## config.mk

```make
export PLATFORM = sky130hd
export DESIGN_NAME = stdio_controller
export DESIGN_NICKNAME = d
export VERILOG_FILES = /design/src/rtl/stdio_pkg.sv /design/src/rtl/stdio_rx_fifo.sv /design/src/rtl/stdio_controller.sv
export SDC_FILE = /design/constraint.sdc
export NUM_CORES = 1
export LEC_CHECK = 0
export BUFFER_PORTS_ARGS = -buffer_cell sky130_fd_sc_hd__buf_2
export CORE_MARGIN = 5
export CORE_UTILIZATION = 54
export DETAILED_ROUTE_END_ITERATION = 6
export PLACE_DENSITY = 0.94
export SYNTH_ARGS = -nofsm -noshare
export SYNTH_HDL_FRONTEND = slang
export SYNTH_SLANG_ARGS = --single-unit
```

## constraint.sdc

```tcl
create_clock -name clk -period 5.4 [get_ports clk]
set_input_delay 0.54 -clock clk [delete_from_list [all_inputs] [get_ports clk]]
set_output_delay 0.54 -clock clk [all_outputs]
set_load 0.005 [all_outputs]
```

## src/rtl/stdio_pkg.sv

```systemverilog
// Shared types and constants for the STDIN/STDOUT sequencer.
// The optional STDIO_COUNT_EN build adds transfer counters to stdio_controller.
package stdio_pkg;

  localparam int DEFAULT_DATA_W = 8;
  localparam int STDIO_XLEN     = 32;

  typedef enum logic [1:0] {
    IDLE    = 2'd0,
    RX_WAIT = 2'd1,
    TX_WAIT = 2'd2,
    DONE    = 2'd3
  } stdio_state_e;

endpackage

```

## src/rtl/stdio_rx_fifo.sv

```systemverilog
// Small RX byte FIFO between the UART receiver and the STDIN sequencer.
// A push into a full FIFO only succeeds when a pop frees a slot in the same cycle.
module stdio_rx_fifo
  import stdio_pkg::*;
#(
  parameter int RX_DEPTH = 4,
  parameter int DATA_W   = DEFAULT_DATA_W
) (
  input  logic              clk,
  input  logic              rstn,
  input  logic              push,
  input  logic [DATA_W-1:0] push_data,
  input  logic              pop,
  output logic [DATA_W-1:0] pop_data,
  output logic              full,
  output logic              empty,
  output logic              overflow_pulse
);

  localparam int AW = $clog2(RX_DEPTH);

  // One extra pointer bit separates the full and empty cases.
  logic [AW:0]       wr_ptr_q, wr_ptr_d;
  logic [AW:0]       rd_ptr_q, rd_ptr_d;
  logic [DATA_W-1:0] mem_q [RX_DEPTH];
  logic              do_push;
  logic              do_pop;

  assign empty          = (wr_ptr_q == rd_ptr_q);
  assign full           = (wr_ptr_q[AW] != rd_ptr_q[AW]) &&
                          (wr_ptr_q[AW-1:0] == rd_ptr_q[AW-1:0]);
  assign do_pop         = pop & ~empty;
  assign do_push        = push & (~full | do_pop);
  assign overflow_pulse = push & full & ~do_pop;
  assign pop_data       = mem_q[rd_ptr_q[AW-1:0]];

  always_comb begin
    // NOTE: every always_comb output gets a default first so no latch is inferred.
    wr_ptr_d = wr_ptr_q;
    rd_ptr_d = rd_ptr_q;
    if (do_push) wr_ptr_d = wr_ptr_q + 1'b1;
    if (do_pop)  rd_ptr_d = rd_ptr_q + 1'b1;
  end

  // NOTE: sequential state uses non-blocking assignments so all flops update together.
  always_ff @(posedge clk or negedge rstn) begin
    if (!rstn) begin
      wr_ptr_q <= '0;
      rd_ptr_q <= '0;
    end else begin
      wr_ptr_q <= wr_ptr_d;
      rd_ptr_q <= rd_ptr_d;
    end
  end

  // NOTE: the storage array is not reset; the pointers alone define which entries are valid.
  always_ff @(posedge clk) begin
    if (do_push) mem_q[wr_ptr_q[AW-1:0]] <= push_data;
  end

endmodule

```

## src/rtl/stdio_controller.sv

```systemverilog
// Multi-cycle sequencer for STDIN/STDOUT instructions between the core and the UART.
// Define STDIO_COUNT_EN to add the rx_count / tx_count transfer counters.
module stdio_controller
  import stdio_pkg::*;
#(
  parameter int RX_DEPTH = 4,
  parameter int DATA_W   = DEFAULT_DATA_W
) (
  input  logic                  clk,
  input  logic                  rstn,
  input  logic                  stdin_read_enable,
  input  logic                  stdout_write_enable,
  input  logic [STDIO_XLEN-1:0] stdout_data,
  output logic                  stall,
  output logic [STDIO_XLEN-1:0] stdin_data,
  input  logic [DATA_W-1:0]     rx_data,
  input  logic                  rx_valid,
  output logic [DATA_W-1:0]     tx_data,
  output logic                  tx_start,
  input  logic                  tx_busy,
`ifdef STDIO_COUNT_EN
  output logic [31:0]           rx_count,
  output logic [31:0]           tx_count,
`endif
  output logic                  rx_overflow
);

  stdio_state_e          state_q, state_d;
  logic [STDIO_XLEN-1:0] stdin_data_q, stdin_data_d;
  logic [DATA_W-1:0]     tx_data_q, tx_data_d;
  logic                  tx_start_q, tx_start_d;
  logic                  rx_overflow_q, rx_overflow_d;

  logic                  fifo_pop;
  logic [DATA_W-1:0]     fifo_pop_data;
  logic                  fifo_full;
  logic                  fifo_empty;
  logic                  fifo_overflow;
  logic [STDIO_XLEN-1:0] fifo_head_zext;

  stdio_rx_fifo #(
    .RX_DEPTH (RX_DEPTH),
    .DATA_W   (DATA_W)
  ) u_rx_fifo (
    .clk            (clk),
    .rstn           (rstn),
    .push           (rx_valid),
    .push_data      (rx_data),
    .pop            (fifo_pop),
    .pop_data       (fifo_pop_data),
    .full           (fifo_full),
    .empty          (fifo_empty),
    .overflow_pulse (fifo_overflow)
  );

  assign fifo_head_zext = {{(STDIO_XLEN-DATA_W){1'b0}}, fifo_pop_data};

  // DONE is the commit cycle, so the core sees stall low exactly once per transfer.
  assign stall = (stdin_read_enable | stdout_write_enable) & (state_q != DONE);

  always_comb begin
    state_d      = state_q;
    stdin_data_d = stdin_data_q;
    tx_data_d    = tx_data_q;
    tx_start_d   = 1'b0;
    fifo_pop     = 1'b0;
    unique case (state_q)
      IDLE: begin
        if (stdin_read_enable) begin
          if (!fifo_empty) begin
            fifo_pop     = 1'b1;
            stdin_data_d = fifo_head_zext;
            state_d      = DONE;
          end else begin
            state_d = RX_WAIT;
          end
        end else if (stdout_write_enable) begin
          tx_data_d = stdout_data[DATA_W-1:0];
          if (!tx_busy) begin
            tx_start_d = 1'b1;
            state_d    = DONE;
          end else begin
            state_d = TX_WAIT;
          end
        end
      end
      RX_WAIT: begin
        if (!fifo_empty) begin
          fifo_pop     = 1'b1;
          stdin_data_d = fifo_head_zext;
          state_d      = DONE;
        end
      end
      TX_WAIT: begin
        if (!tx_busy) begin
          tx_start_d = 1'b1;
          state_d    = DONE;
        end
      end
      DONE:    state_d = IDLE;
      default: state_d = IDLE;
    endcase
  end

  assign rx_overflow_d = rx_overflow_q | fifo_overflow;

  always_ff @(posedge clk or negedge rstn) begin
    if (!rstn) begin
      state_q       <= IDLE;
      stdin_data_q  <= '0;
      tx_data_q     <= '0;
      tx_start_q    <= 1'b0;
      rx_overflow_q <= 1'b0;
    end else begin
      state_q       <= state_d;
      stdin_data_q  <= stdin_data_d;
      tx_data_q     <= tx_data_d;
      tx_start_q    <= tx_start_d;
      rx_overflow_q <= rx_overflow_d;
    end
  end

  assign stdin_data  = stdin_data_q;
  assign tx_data     = tx_data_q;
  assign tx_start    = tx_start_q;
  assign rx_overflow = rx_overflow_q;

`ifdef STDIO_COUNT_EN
  logic [31:0] rx_count_q, rx_count_d;
  logic [31:0] tx_count_q, tx_count_d;

  // Counted on the same edge that pops / raises tx_start, so they show in the DONE cycle.
  always_comb begin
    rx_count_d = rx_count_q;
    tx_count_d = tx_count_q;
    if (fifo_pop)   rx_count_d = rx_count_q + 32'd1;
    if (tx_start_d) tx_count_d = tx_count_q + 32'd1;
  end

  always_ff @(posedge clk or negedge rstn) begin
    if (!rstn) begin
      rx_count_q <= '0;
      tx_count_q <= '0;
    end else begin
      rx_count_q <= rx_count_d;
      tx_count_q <= tx_count_d;
    end
  end

  assign rx_count = rx_count_q;
  assign tx_count = tx_count_q;
`endif

endmodule

```

# Yosys cells after proc, flatten, opt, wreduce, memory -nomap -nowiden
# Memories as Yosys holds them, arrays and structs flattened.
# Index checks and enable logic that the tools add are counted.
# totals
out_inout_bits	43
latchBits	0
regBits	50
mem_count	1
ramBits	32
romBits	0
inputBits	46
# op_classes
mul	0
eq_ne	11
muxes	19
div	0
n_addsub	2
reduce_logical	6
shifts	0
bitwise_logic	12
n_lt_le_gt_ge	0
# mem_list
name	depth	word_bits	read_ports	rd_ports_with_merged_regs	wr	line_no	source
u_rx_fifo.mem_q	4	8	1	0	1	stdio_rx_fifo.sv:25	logic [DATA_W-1:0] mem_q [RX_DEPTH];
# ops
cell	count
two-way mux 32 bit	2
case mux 32 bit (2 select lines)	1
two-way mux 2 bit	5
two-way mux 1 bit	8
inequality test 2 bit (second input constant)	4
case mux 2 bit (4 select lines)	1
adder 3 x 1 -> 3 bit (second input constant)	2
AND reduction 3 bit	2
AND 1 bit	5
equality test 2 bit (second input constant)	2
inverter 1 bit	4
case mux 1 bit (2 select lines)	2
equality test 3 bit	1
inequality test 3 bit (second input constant)	1
OR 1 bit	3
equality test 2 x 1 -> 1 bit (second input constant)	1
equality test 2 bit	1
zero test 2 bit	1
AND reduction 2 bit	1
nonzero test 2 bit	1
logical AND 1 bit	1
inequality test 1 bit	1

# Longest topological paths before layout
# Gate-level depths: netlist of run 1.
# depth
word_depth	9
mapped_depth	6
depth_no_buf	6

# Modules after synthesis
# Synthesis of run 1 repeated with hierarchy kept, for this count alone.
# unflattened
hier_cells	169
hier_area_um2	2718.9
# modules_own_cells
mod	area_each_um2	instances	cells_each	seq_area_each_um2
stdio_rx_fifo	1655.3	1	83	1111.1
stdio_controller	1063.5	1	86	500.5

# Least setup slack after synthesis of run 1
# Ideal clock, no wire load.
# synth_path
path_kind	register to register
start	register state_q[0]
end	memory u_rx_fifo.mem_q[0][0] (netlist bit), enable pin
t_arrival_ns	1.510
period_less_slack_ns	1.880
slack_ns	3.520
required_time_ns	5.029
stages_incl_launch_ff	6
path_buffers	0
path_cell_list	dfrtp_1 -> inv_1 -> ha_1 -> a21oi_1 -> a41o_4 -> nor2_1
# synth_via
elab_chain_len	7
elab_cells_between_ends	8
cone_classes	eq/ne: 1; mux: 3; bitwise: 3; reduce/logical: 1
# synth_lines
element	line_no	source
start, declared	stdio_controller.sv:28	stdio_state_e state_q, state_d;
start signal, assigned	stdio_controller.sv:115	state_q <= state_d;
equality test 2 x 1 -> 1 bit / zero test 2 bit (equally long branches)	stdio_controller.sv:67	unique case (state_q)
case mux 1 bit (2 select lines) (*)	stdio_controller.sv:67	
AND 1 bit (*)	stdio_rx_fifo.sv:32	assign do_pop = pop & ~empty;
OR 1 bit (*)	stdio_rx_fifo.sv:33	assign do_push = push & (~full | do_pop);
AND 1 bit (*)	stdio_rx_fifo.sv:33	
two-way mux 1 bit (*)	stdio_rx_fifo.sv:58	if (do_push) mem_q[wr_ptr_q[AW-1:0]] <= push_data;
two-way mux 1 bit (not written as such) (*)	stdio_rx_fifo.sv:58	
end, declared	stdio_rx_fifo.sv:25	
# Every way passes the cells marked *; elsewhere a longest branch is shown, timed or not.

# Worst setup path in the final report of run 1
# layout_path
start	register u_rx_fifo.rd_ptr_q[0]
end	memory u_rx_fifo.mem_q[1][7] (netlist bit), enable pin
# layout_via
elab_chain_len	9
elab_cells_between_ends	13
cone_classes	eq/ne: 2; mux: 5; bitwise: 5; reduce/logical: 1
# layout_lines
element	line_no	source
start, declared	stdio_rx_fifo.sv:24	logic [AW:0] rd_ptr_q, rd_ptr_d;
start signal, assigned	stdio_rx_fifo.sv:52	rd_ptr_q <= rd_ptr_d;
equality test 3 bit	stdio_rx_fifo.sv:29	assign empty = (wr_ptr_q == rd_ptr_q);
two-way mux 1 bit	stdio_controller.sv:70, stdio_controller.sv:88	
two-way mux 1 bit	stdio_controller.sv:69	if (stdin_read_enable) begin
case mux 1 bit (2 select lines)	stdio_controller.sv:67	
AND 1 bit	stdio_rx_fifo.sv:32	
OR 1 bit (*)	stdio_rx_fifo.sv:33	
AND 1 bit (*)	stdio_rx_fifo.sv:33	
two-way mux 1 bit (*)	stdio_rx_fifo.sv:58	
two-way mux 1 bit (not written as such) (*)	stdio_rx_fifo.sv:58	
# Marked as above.

==> flow_metrics.py, run 1 <==
metrics = {
    "clock_network": {
        "htree_levels": 3,
        "clkSlewWorstSetupHoldPaths_ns": 0.06,
        "post_cts_setup_buffer_count": 0,
        "clock-root-buffer": "sky130_fd_sc_hd__clkbuf_8",
        "tritoncts": "yes",
        "cts_hold_buf": 0,
        "clockBufferDepth": 2,
        "clock_latency_ns": 0.33,
        "cts_made_buffers": 9,
        "total_number_of_clock_tree_sinks": 58,
        "postCtsResizedCells": 0,
    },
    "place": {
        "routabilityCongestion": 0.774,
        "placedCellCount": 270,
        "pre_cts_slack_ns": 3.02,
        "port_buffers": 40,
        "detailedPlacementHpwl_um": 3000,
    },
    "grt": {
        "grt_pass1_vias": 1328,
        "globalRouteTotalUtil_pct": 14.2,
        "wire_length_of_the_first_global_routing_pass_um": 6510,
        "grt_overflow": 0,
        "grt_antenna_before_repair": 0,
        "largest_net_degree_at_the_start_of_global_routing": 27,
    },
    "cells_and_area": {
        "n_antenna_cell": 0,
        "regArea_mm2": 0.00161,
        "cell_count_final_fillers_out": 286,
        "synthToLayoutAreaGrowth_pct": 13.7,
        "drive_gt1_share_pct": 35.6,
        "design.final.nets": 269,
        "multi_input_area_um2": 888,
        "n_fill_cell": 363,
    },
    "timing": {
        "finalSetupTns_ns": 0,
        "layout_setup_ws_ns": 3.09,
        "hold_viol_final": 0,
        "final_min_period_over_clock_period_pct": 42.8,
        "worstMarginPinSlew_ns": 0.794,
        "setup_viol_count_final": 0,
        "grt_setup_unrepaired": "false",
        "clock_skew_ns": 0.00668,
        "final-max-slew-violation-count": 0,
        "fmaxAchievable_ghz": 0.433,
        "timing.slew.headroom_pct": 46.9,
        "final.min_clock_period_ns": 2.31,
    },
    "pwr": {
        "power.static_leakage_nw": 1.30,
        "power-per-cell-area_mw_per_mm2": 568,
        "vdd_ir_drop_max_v": 0.000294,
    },
    "setup_path": {
        "critical_path.endpoint": "u_rx_fifo.mem_q[1][7]",
        "worstReg2RegEnd": "u_rx_fifo.mem_q[1][7]",
        "worstSetupStartpoint": "u_rx_fifo.rd_ptr_q[0]",
        "timing.critical_path.required_ns": 5.35,
        "critical_path_class": "reg -> reg",
        "worst_setup_path_start_kind": "register",
        "rr_worst_depth": 3,
        "critical_path_arrival_ns": 2.26,
        "timing.critical_path.to_type": "register",
        "critical_path.max_fanout": 11,
        "worst-r2r-setup-slack_ns": 3.09,
        "worstReg2RegStart": "u_rx_fifo.rd_ptr_q[0]",
    },
    "yosys": {
        "yosysUniqueCellTypes": 30,
        "postSynthRegisterBits": 58,
        "cell_area_after_synthesis_mm2": 0.00266,
        "syn_avg_cell_area_um2": 16.0,
        "synth_warnings": 0,
        "synth.yosys.seq_area_share_pct": 60.6,
        "synth_cells": 166,
    },
    "die": {
        "die_wd_um": 80.2,
        "die-height_um": 80.2,
        "pin_count": 89,
        "start_util_pct": 55.9,
        "fp.dieArea_mm2": 0.00642,
        "floorplan.rows": 25,
        "core-area_mm2": 0.00475,
    },
    "routing": {
        "drtPass1Iterations": 4,
        "drt-total-wl_um": 4190,
        "drt_iter0_markers": 37,
        "detail_route.wl_per_cell_um": 14.7,
        "final_antenna_net_count": 0,
        "post_drt_via_cell_ratio": 4.76,
        "dr_total_vias": 1360,
        "drt_drc_violations_left": 0,
    },
    "job": {
        "max_cap_viol_count": 0,
    },
    "outcome": {
        "run_status": "complete, no violations",
    },
    "hold_path": {
        "hold_class": "in -> async",
    },
}
## through the flow
step / hold slack (ns) / total power [mW] / area (um2) / utilization (%)
CTS: 0.215 / 1.74 / 3020 / 63.6
floorplan: 0.244 / 1.19 / 2740 / -
detailed placement: 0.454 / 1.36 / 2830 / 59.5
global route: 0.248 / 1.83 / 3020 / 63.6
finish: 0.204 / 1.72 / 3020 / 63.6
global placement: 0.445 / 1.31 / 2830 / 59.5
## routing by layer
metal / vias to the layer above / part of all wire, % / track usage [%]
met5: - / 0 / 0
met4: 0 / 0.50 / 4.56
met3: 4 / 9.5 / 6.39
met2: 65 / 52 / 23.8
met1: 637 / 38 / 16.0
li1: 654 / - / -
## cell usage in the layout (no fill, tap or decap), types with 3 or more instances in the layout
cell type / Yosys / routed
sky130_fd_sc_hd__nand2_1: 3 / 3
sky130_fd_sc_hd__xnor2_1: 3 / 3
sky130_fd_sc_hd__clkinvlp_4: 0 / 3
sky130_fd_sc_hd__ha_1: 9 / 9
sky130_fd_sc_hd__nor2_1: 6 / 6
sky130_fd_sc_hd__inv_1: 12 / 12
sky130_fd_sc_hd__buf_2: 0 / 40
sky130_fd_sc_hd__mux2_2: 16 / 16
sky130_fd_sc_hd__clkbuf_8: 0 / 9
sky130_fd_sc_hd__conb_1: 1 / 24
sky130_fd_sc_hd__xor2_1: 3 / 3
sky130_fd_sc_hd__mux4_1: 8 / 8
sky130_fd_sc_hd__edfxtp_1: 32 / 32
sky130_fd_sc_hd__dfrtp_1: 26 / 26
## power breakdown
| group | switching [mW] | internal, mW | total [mW] |
|---|---|---|---|
| Combinational | 0.280 | 0.315 | 0.594 |
| Sequential | 0.112 | 0.631 | 0.743 |
| Clock | 0.169 | 0.211 | 0.379 |
| Total | 0.560 | 1.16 | 1.72 |
## layout make-up
cell class	instances	area share, %
sequential	58	53.3
multi-input combinational	93	29.4
timing repair buffer	40	6.62
clock buffer	9	4.10
tap	67	2.77
clock inverter	7	2.32
inverter	12	1.49
## sequential cells by signal, indices dropped and copies added, names as in the netlist
signal and cells:
stdin_data 8, tx_start 1, rx_overflow 1, state_q 2, u_rx_fifo.mem_q 32, u_rx_fifo.rd_ptr_q 3
tx_data 8, u_rx_fifo.wr_ptr_q 3
## cells by family after synthesis
family          count (synthesis)  synth area share, %
other cells                     1                0.141
buf+inv                        38                 9.18
flops                          58                 60.6
simple gates                   13                 2.35
xor+xnor                        8                 3.20
fa+ha+maj                       9                 4.24
mux                            28                 16.4
compound gates                 11                 3.81
## cell usage after synthesis
cell,n,area (um2)
sky130_fd_sc_hd__buf_6,1,11.3
sky130_fd_sc_hd__xnor2_1,3,26.3
sky130_fd_sc_hd__nand2_1,3,11.3
sky130_fd_sc_hd__edfxtp_1,32,961
sky130_fd_sc_hd__xor2_1,3,26.3
sky130_fd_sc_hd__a21oi_1,2,10.0
sky130_fd_sc_hd__a41o_2,1,11.3
sky130_fd_sc_hd__mux2_4,1,15.0
sky130_fd_sc_hd__a41o_4,1,21.3
sky130_fd_sc_hd__a31oi_4,1,21.3
sky130_fd_sc_hd__nor2b_1,1,6.26
sky130_fd_sc_hd__inv_1,12,45.0
sky130_fd_sc_hd__o21ai_0,2,10.0
sky130_fd_sc_hd__mux2_2,16,180
sky130_fd_sc_hd__buf_4,25,188
sky130_fd_sc_hd__nand3_1,1,5.00
sky130_fd_sc_hd__conb_1,1,3.75
sky130_fd_sc_hd__nor2_4,1,11.3
sky130_fd_sc_hd__and2_1,1,6.26
sky130_fd_sc_hd__nor2_1,6,22.5
sky130_fd_sc_hd__dfrtp_1,26,651
sky130_fd_sc_hd__ha_1,9,113
sky130_fd_sc_hd__o2bb2ai_1,1,8.76
sky130_fd_sc_hd__mux2i_1,2,20.0
sky130_fd_sc_hd__a22oi_1,1,7.51
sky130_fd_sc_hd__a31oi_1,1,6.26
sky130_fd_sc_hd__mux4_1,8,210
sky130_fd_sc_hd__xnor2_2,2,32.5
sky130_fd_sc_hd__mux2_1,1,11.3
sky130_fd_sc_hd__o21ai_1,1,5.00
## worst max-delay path, cell delays in order (launching register included)
cell                      delay [ns]
sky130_fd_sc_hd__dfrtp_1        0.74
sky130_fd_sc_hd__xnor2_2        0.24
sky130_fd_sc_hd__a41o_4         0.34
sky130_fd_sc_hd__nor2_1         0.61
## worst min-delay path by stage
stage                                  endpoint  slack, ns  cells after the start
after global placement              rx_overflow       0.45                      1
after CTS                              tx_start       0.21                      1
after floorplan                     rx_overflow       0.24                      0
after global routing      u_rx_fifo.wr_ptr_q[2]       0.25                      1
final                                  tx_start       0.20                      1
after detailed placement            rx_overflow       0.45                      1
Note: power is estimated with default switching activity, not from simulation.
==> run 2: changes to the inputs <==
Settings changed: CORE_UTILIZATION 54 to 45, PLACE_DENSITY 0.94 to 0.84.
Clock period 5.4 ns to 2 ns, I/O delays scaled along.
==> flow_metrics.py, run 2 (synthesis results as in run 1) <==
metrics = {
    "clock_network": {
        "clock-root-buffer": "sky130_fd_sc_hd__clkbuf_8",
        "total_number_of_clock_tree_sinks": 58,
        "htree_levels": 3,
        "cts_made_buffers": 9,
        "tritoncts": "yes",
        "clkSlewWorstSetupHoldPaths_ns": 0.06,
        "clock_latency_ns": 0.32,
        "clockBufferDepth": 2,
        "post_cts_setup_buffer_count": 0,
    },
    "routing": {
        "drtPass1Iterations": 4,
        "dr_total_vias": 1401,
        "detail_route.wl_per_cell_um": 14.2,
        "post_drt_via_cell_ratio": 4.59,
        "final_antenna_net_count": 0,
        "drt_iter0_markers": 54,
        "drt-total-wl_um": 4330,
        "drt_drc_violations_left": 0,
    },
    "grt": {
        "grt_pass1_vias": 1494,
        "globalRouteTotalUtil_pct": 12.6,
        "grt_antenna_before_repair": 0,
        "largest_net_degree_at_the_start_of_global_routing": 27,
        "grt_overflow": 0,
        "wire_length_of_the_first_global_routing_pass_um": 6930,
    },
    "place": {
        "pre_cts_slack_ns": 0.170,
        "place_area_mm2": 0.00291,
        "port_buffers": 40,
        "placedCellCount": 288,
        "routabilityCongestion": 0.769,
        "detailedPlacementHpwl_um": 3220,
    },
    "timing": {
        "setup_viol_count_final": 0,
        "grt_setup_unrepaired": "false",
        "timing.slew.headroom_pct": 60.1,
        "fin_hold_ws_ns": 0.0579,
        "final_min_period_over_clock_period_pct": 91.9,
        "hold_viol_final": 0,
        "final.min_clock_period_ns": 1.84,
        "finalSetupTns_ns": 0,
        "final-max-slew-violation-count": 0,
        "clock_skew_ns": 0.0103,
        "fmaxAchievable_ghz": 0.544,
        "layout_setup_ws_ns": 0.162,
        "worstMarginPinSlew_ns": 0.599,
    },
    "setup_path": {
        "critical_path.cell_chain": "inv_1, ha_1, a21oi_1, a41o_4, nor2_1, buf_4",
        "critical_path.max_fanout": 6,
        "cpPeakStageDelay_ns": 0.40,
        "worst_setup_path_start_kind": "register",
        "timing.critical_path.required_ns": 2.03,
        "timing.critical_path.to_type": "register",
        "critical_path_class": "reg -> reg",
        "slowest_stage": "sky130_fd_sc_hd__dfrtp_1",
        "critical_path_arrival_ns": 1.87,
    },
    "cells_and_area": {
        "layout.cells.most_common_list": "40 x sky130_fd_sc_hd__buf_2, 32 x sky130_fd_sc_hd__edfxtp_1, 26 x sky130_fd_sc_hd__dfrtp_1",
        "drive_gt1_share_pct": 36.1,
        "largest_register_ff_count": 32,
        "postLayoutCoreUtil_pct": 52.9,
        "cell_count_final_fillers_out": 305,
        "design.final.nets": 280,
        "fin_area_mm2": 0.00308,
        "mostFrequentLayoutCell": "sky130_fd_sc_hd__buf_2",
        "n_antenna_cell": 0,
        "synthToLayoutAreaGrowth_pct": 15.8,
    },
    "outcome": {
        "run_status": "complete, no violations",
    },
    "die": {
        "die-height_um": 86.9,
        "floorplan.rows": 28,
        "start_util_pct": 45.7,
        "die_wd_um": 86.9,
        "pin_count": 89,
        "fp.dieArea_mm2": 0.00754,
        "core-area_mm2": 0.00582,
    },
    "pwr": {
        "design_power_total_mw": 4.57,
        "vdd_ir_drop_max_v": 0.000739,
        "power-per-cell-area_mw_per_mm2": 1480,
        "power.static_leakage_nw": 1.34,
    },
    "job": {
        "max_cap_viol_count": 0,
    },
    "hold_path": {
        "hold_class": "in -> reg",
    },
}
-- run 2: cell count changes in the layout (fill, tap and decap cells not counted), sizes merged --
cell,previous run,this run
buf,40,50
clkbuf,9,11
clkinvlp,3,1
bufinv,1,0
clkinv,3,4
dlygate4sd3,0,1
-- run 2: report_power, final --
| part | switching [mW] | leakage [nW] | internal (mW) |
|---|---|---|---|
| registers | 0.214 | 0.600 | 1.70 |
| logic | 0.854 | 0.662 | 0.952 |
| clock network | 0.411 | 0.0735 | 0.433 |
-- run 2: layout make-up --
| class | count | area, um2 |
|---|---|---|
| Sequential cell | 58 | 1610 |
| Timing Repair Buffer | 51 | 285 |
| Clock inverter | 5 | 22.5 |
| Multi-Input combinational cell | 93 | 888 |
| Clock buffer | 11 | 131 |
| Inverter | 12 | 45.0 |
| Tap cell | 75 | 93.8 |
| Fill cell | 508 | 2740 |
-- run 2: final timing paths --
path | depth (start not counted) | slack, ns | to | start
min in group asynchronous | 2 | 0.42 | tx_start | rstn
worst max register to register | 6 | 0.16 | u_rx_fifo.mem_q[2][3] | state_q[0]
max in group asynchronous | 2 | 1.18 | u_rx_fifo.wr_ptr_q[0] | rstn
worst min register to register | 1 | 0.46 | rx_overflow | rx_overflow
worst min-delay path | 2 | 0.06 | tx_start | tx_busy
worst max-delay path | 6 | 0.16 | u_rx_fifo.mem_q[2][3] | state_q[0]
-- run 2: what timing repair did --
item / 4_1_cts / 5_1_grt
gates resized for setup: 0 / 0
endpoints found under the hold margin: 26 / 0
hold buffers: 1 / 0
-- run 2: worst max-delay path: cells and delay by family, from the launching register on --
kind | cells | cell delay (ns)
AOI/OAI and AO/OA | 2 | 0.45
DFF | 1 | 0.40
buffers and inverters | 2 | 0.28
adders and majority gates | 1 | 0.24
and+or+nand+nor | 1 | 0.17
-- run 2: routing by layer --
layer | part of all wire, % | global-route usage, %
met5 | 0 | 0
met4 | 1.1 | 5.95
met3 | 5.7 | 4.45
met2 | 55 | 21.7
met1 | 38 | 13.8
